==> src/rtl/bp_pkg.sv <==
// Shared branch-predictor types: BHT counter encodings, BTB entry layout and
// the 2-bit saturating counter update.
package bp_pkg;

  typedef enum logic [1:0] {
    SNT = 2'b00,
    WNT = 2'b01,
    WT  = 2'b10,
    ST  = 2'b11
  } bht_state_t;

  // BTB entry layout for the default geometry (32-bit PC, 64 entries).
  localparam int BP_WIDTH = 32;
  localparam int BP_IDX   = 6;

  typedef struct packed {
    logic                         valid;
    logic [BP_WIDTH-BP_IDX-3:0]   tag;
    logic [BP_WIDTH-1:0]          target;
  } btb_entry_t;

  function automatic bht_state_t sat_update(input bht_state_t cur, input logic taken);
    bht_state_t nxt;
    case (cur)
      SNT:     nxt = taken ? WNT : SNT;
      WNT:     nxt = taken ? WT  : SNT;
      WT:      nxt = taken ? ST  : WNT;
      ST:      nxt = taken ? ST  : WT;
      default: nxt = WNT;
    endcase
    return nxt;
  endfunction

endpackage

==> src/rtl/branch_predictor.sv <==
// Direct-mapped BHT (2-bit counters) plus BTB with one combinational lookup
// port and one synchronous update port.
module branch_predictor
  import bp_pkg::*;
#(
  parameter int WIDTH       = 32,
  parameter int BHT_ENTRIES = 64
) (
  input  logic             clk,
  input  logic             rst,
  input  logic [WIDTH-1:0] rd_pc,
  output logic             bp_taken,
  output logic [WIDTH-1:0] bp_target,
  input  logic             upd_en,
  input  logic [WIDTH-1:0] upd_pc,
  input  logic             upd_taken,
  input  logic [WIDTH-1:0] upd_target
);

  localparam int IDX   = $clog2(BHT_ENTRIES);
  localparam int TAG_W = WIDTH - IDX - 2;

  bht_state_t             bht_q    [BHT_ENTRIES];
  bht_state_t             bht_d    [BHT_ENTRIES];
  logic [BHT_ENTRIES-1:0] valid_q, valid_d;
  logic [TAG_W-1:0]       tag_q    [BHT_ENTRIES];
  logic [TAG_W-1:0]       tag_d    [BHT_ENTRIES];
  logic [WIDTH-1:0]       target_q [BHT_ENTRIES];
  logic [WIDTH-1:0]       target_d [BHT_ENTRIES];

  logic [IDX-1:0]   rd_idx, upd_idx;
  logic [TAG_W-1:0] rd_tag, upd_tag;
  logic             unused_pc_bits;

  assign rd_idx  = rd_pc[IDX+1:2];
  assign rd_tag  = rd_pc[WIDTH-1:IDX+2];
  assign upd_idx = upd_pc[IDX+1:2];
  assign upd_tag = upd_pc[WIDTH-1:IDX+2];
  assign unused_pc_bits = ^{rd_pc[1:0], upd_pc[1:0]};

  // Lookup reads the registered arrays, so a same-cycle update is seen next cycle.
  assign bp_taken  = valid_q[rd_idx] && (tag_q[rd_idx] == rd_tag) && bht_q[rd_idx][1];
  assign bp_target = target_q[rd_idx];

  always_comb begin
    bht_d    = bht_q;
    valid_d  = valid_q;
    tag_d    = tag_q;
    target_d = target_q;
    if (upd_en) begin
      bht_d[upd_idx] = sat_update(bht_q[upd_idx], upd_taken);
      if (upd_taken) begin
        valid_d[upd_idx]  = 1'b1;
        tag_d[upd_idx]    = upd_tag;
        target_d[upd_idx] = upd_target;
      end
    end
  end

  always_ff @(posedge clk) begin
    if (rst) begin
      valid_q <= '0;
      for (int i = 0; i < BHT_ENTRIES; i++) begin
        bht_q[i] <= WNT;
      end
    end else begin
      valid_q <= valid_d;
      bht_q   <= bht_d;
    end
  end

  // Tag/target are qualified by valid, so they need no reset.
  always_ff @(posedge clk) begin
    tag_q    <= tag_d;
    target_q <= target_d;
  end

endmodule

==> src/rtl/fetch_unit.sv <==
// Fetch stage: PC register, next-PC selection and branch prediction feeding
// the F/D pipeline register.
module fetch_unit
  import bp_pkg::*;
#(
  parameter int               WIDTH       = 32,
  parameter int               BHT_ENTRIES = 64,
  parameter logic [WIDTH-1:0] RESET_PC    = '0
) (
  input  logic             clk,
  input  logic             rst,
  input  logic             stall,
  input  logic             div_stall,
  input  logic             cache_stall,
  input  logic             redirect_e,
  input  logic [WIDTH-1:0] redirect_pc_e,
  input  logic             upd_valid_e,
  input  logic [WIDTH-1:0] upd_pc_e,
  input  logic             upd_taken_e,
  input  logic [WIDTH-1:0] upd_target_e,
  output logic [WIDTH-1:0] imem_addr,
  output logic [WIDTH-1:0] pc_f,
  output logic [WIDTH-1:0] pc_plus4_f,
  output logic             bp_f
);

  logic [WIDTH-1:0] pc_q, pc_d;
  logic [WIDTH-1:0] pred_target, pred_pc;
  logic             pred_taken;
  logic             freeze;

  assign freeze = div_stall || cache_stall;

  branch_predictor #(
    .WIDTH       (WIDTH),
    .BHT_ENTRIES (BHT_ENTRIES)
  ) u_bp (
    .clk        (clk),
    .rst        (rst),
    .rd_pc      (pc_q),
    .bp_taken   (pred_taken),
    .bp_target  (pred_target),
    .upd_en     (upd_valid_e && !freeze),
    .upd_pc     (upd_pc_e),
    .upd_taken  (upd_taken_e),
    .upd_target (upd_target_e)
  );

  assign pc_plus4_f = pc_q + WIDTH'(4);
  assign pred_pc    = pred_taken ? pred_target : pc_plus4_f;

  // A redirect held by E across a freeze lands on the first unfrozen edge.
  always_comb begin
    pc_d = pc_q;
    if (freeze) begin
      pc_d = pc_q;
    end else if (redirect_e) begin
      pc_d = redirect_pc_e;
    end else if (!stall) begin
      pc_d = pred_pc;
    end
  end

  always_ff @(posedge clk) begin
    if (rst) begin
      pc_q <= RESET_PC;
    end else begin
      pc_q <= pc_d;
    end
  end

  assign imem_addr = pc_q;
  assign pc_f      = pc_q;
  assign bp_f      = pred_taken;

endmodule

==> config.mk <==
export PLATFORM = sky130hd
export DESIGN_NAME = fetch_unit
export DESIGN_NICKNAME = d
export VERILOG_FILES = /design/src/rtl/bp_pkg.sv /design/src/rtl/branch_predictor.sv /design/src/rtl/fetch_unit.sv
export SDC_FILE = /design/constraint.sdc
export NUM_CORES = 2
export LEC_CHECK = 0
export CORE_ASPECT_RATIO = 1.2
export CORE_MARGIN = 2
export CORE_UTILIZATION = 40
export DETAILED_ROUTE_END_ITERATION = 10
export GPL_TIMING_DRIVEN = 0
export PLACE_DENSITY_LB_ADDON = 0.12
export REMOVE_ABC_BUFFERS = 1
export SETUP_SLACK_MARGIN = 0.1
export SYNTH_ARGS = -nofsm -noshare
export SYNTH_HDL_FRONTEND = slang
export SYNTH_SLANG_ARGS = --single-unit
==> constraint.sdc <==
create_clock -name clk -period 5.24 [get_ports clk]
set_input_delay 0.786 -clock clk [delete_from_list [all_inputs] [get_ports clk]]
set_output_delay 0.786 -clock clk [all_outputs]
set_load 0.02 [all_outputs]
==> impl_metrics.toml <==
[synthesis]
synth_edf_count = 3584
yosys_warnings = 0
async_flop_share_pct = 0
synthCells = 7075
ys_types = 79
seq_area_frac_synth_pct = 75.78
synth-main-ff-cell = "edfxtp_1"
postSynthAreaPerCell_um2 = 20.91
synth_area_um2 = 147900
synth-seq-cells = 3808

[floorplan]
die_h_um = 670.2
io_pins = 201
core_area_um2 = 368200
rows = 244
die_x_um = 559.2
start_util_pct = 40.18
die_area_um2 = 374800

[clock_network]
cts-root-buf = "clkbuf_16"
clock_sinks = 3808
cts_buffers = 383
cts_hold_buffers = 0
cts.path.max_buffers = 4
clk_pin_slew_ns = 0.06
cts_tree = "done"
clock_latency_ns = 0.98
h-tree-depth = 5

[timing]
setup_viol = 3
max_freq_mhz = 172.9
fin_tns_setup_ns = -0.5944
fin_worst_skew_ns = 0.04393
rsz0062_at_grt = "yes"
period_needed_ns = 5.785
tightestPinTransition_ns = 1.382
hold-worst-slack_ns = 0.2728
finalMaxSlewViolations = 0
period_share_pct = 110.4
finalHoldViolations = 0
maxSlewHeadroom_pct = 7.740
worst_slack_ns = -0.5454

[drt]
routed_wl_um = 517700
viasPerCell = 6.190
final_antenna_net_count = 0
drc = 0
vias = 80730
drt_iter0_markers = 11690
drtPass1Iterations = 6
route.detailed.wl_per_inst_um = 39.69

[worst_setup_path]
worstSetupEndpointType = "output port"
crit_path_max_fanout = 11
critPathRequiredTime_ns = 4.45
crit_type = "reg -> out"
worstSetupStartpointType = "flip-flop"
cp_data_arrival_time_ns = 5.00

[finish]
synthToLayoutAreaGrowth_pct = 21.00
final_cell_mix = "edfxtp_1, mux4_2, clkbuf_16"
nets = 7884
drive_gt1_share_pct = 29.82
mostFrequentLayoutCell = "edfxtp_1"
fin_area_um2 = 179000

[global_routing]
first_global_vias = 79970
grt_pass1_wl_um = 692300
grt_max_degree = 160
grt-ovfl-total = 0
grt_usage_pct = 27.10
antenna_found_initial = 46

[placement]
place.port_buffers = 198
place.gp.congestion = 0.7722
place_area_um2 = 163200
dp_hpwl_um = 327800

[run_status]
violations = "setup timing"
run_status = "finished with violations"

[power]
power.density_nw_per_um2 = 362.7
vdd_drop_max_v = 0.0002657
leakage_nw = 55.02

[hold_path]
worstHoldPathType = "in -> reg"

[run]
drv_cap = 0
[flip-flops by register name (all words and copies together), names as in the netlist]
register	count
imem_addr	32
u_bp.bht_q	128
u_bp.tag_q	1536
u_bp.target_q	2048
u_bp.valid_q	64
[path summary, 6_finish.rpt]
check	startpoint	to	slack [ns]	cells past startpoint
max	imem_addr[4]	bp_f	-0.55	14
min	rst	u_bp.valid_q[11]	0.27	2
max reg2reg	imem_addr[2]	imem_addr[27]	-0.04	16
min reg2reg	u_bp.bht_q[92]	u_bp.bht_q[92]	0.46	1
[final cells by class]
cell class              instances  area (µm²)
inverters                      26       147.6
clock inverters               217        1932
well taps                    4920        6156
fillers                     29990      189200
repair inverters                2       17.52
multi-input cells            2786       34820
clock buffers                 485       10190
flip-flops and latches       3808      112100
diodes                         27       67.56
repair buffers                772       13560
[layer usage]
metal,wire (µm),track usage (%),vias to the layer above
li1,-,-,31050
met1,206700,37.00,44490
met2,248200,43.71,4244
met3,42050,4.898,929
met4,20690,9.603,20
met5,152,0,-
[repair_timing]
| item | in CTS | in global routing |
|---|---|---|
| setup endpoints to repair | 60 | 44 |
| pin swaps | 34 | 11 |
| setup buffers | 107 | 9 |
| gates cloned | 54 | 3 |
| resized for setup | 192 | 23 |
[through the flow]
step,setup WS (ns),utilization [%],std cells,power (mW)
3_5_place_dp,-2.818,44.32,12140,37.96
3_3_place_gp,-89.44,41.77,11740,41.65
4_1_cts,-0.4190,48.53,13010,65.26
5_1_grt,-0.5568,48.61,13030,66.55
6_report,-0.5454,48.62,13040,64.92
2_1_floorplan,-46.33,-,6619,38.80
[report_power, final]
group / switching (mW) / leakage [nW] / total [mW] / internal [mW]
registers: 0.0925 / 34.0 / 33.4 / 33.3
clock network: 11.8 / 5.94 / 27.1 / 15.2
logic: 2.56 / 15.1 / 4.48 / 1.92
[synth_stat cells (24+ instances only)]
library cell,number,area [µm²]
o21ai_0,92,460.4
a22oi_1,134,1006
nand3_1,73,365.4
a221oi_1,26,227.7
dfxtp_1,224,4484
buf_4,59,442.9
buf_6,25,281.5
edfxtp_1,3584,107600
nand2_1,214,803.3
nor3_1,91,455.4
a21oi_1,119,595.6
mux2i_1,153,1531
clkbuf_1,215,807.0
nand4_1,24,150.1
inv_1,25,93.84
or4_1,27,202.7
a211o_1,64,560.5
buf_1,51,191.4
mux4_2,1010,22750
xnor2_1,29,254.0
nor2_1,413,1550
buf_2,104,520.5
[worst max-delay path, stage by stage (launching register included)]
cell and delay, ns:
dfxtp_4 0.38, buf_16 0.13, buf_16 0.16, buf_6 0.17
bufbuf_16 0.31, nand2b_1 0.23, o221ai_1 0.29, and3b_1 0.29
a22o_1 0.24, a2111oi_0 0.49, o211ai_1 0.20, a221oi_2 0.26
nand4_1 0.21, nor4_4 0.41, buf_4 0.22
[logic make-up (layout without fill, tap and decap cells)]
group | Yosys count | count (layout) | share of synthesized area, %
DFF | 3808 | 3808 | 75.78
muxes | 1177 | 1177 | 16.52
and+or+nand+nor | 953 | 954 | 2.903
AOI/OAI and AO/OA | 602 | 602 | 2.877
buffers and inverters | 482 | 1502 | 1.606
xor gates and xnor gates | 50 | 50 | 0.2960
adders and majority gates | 3 | 3 | 0.02199
other | 0 | 27 | 0
Note: power is estimated with default switching activity, not from simulation.
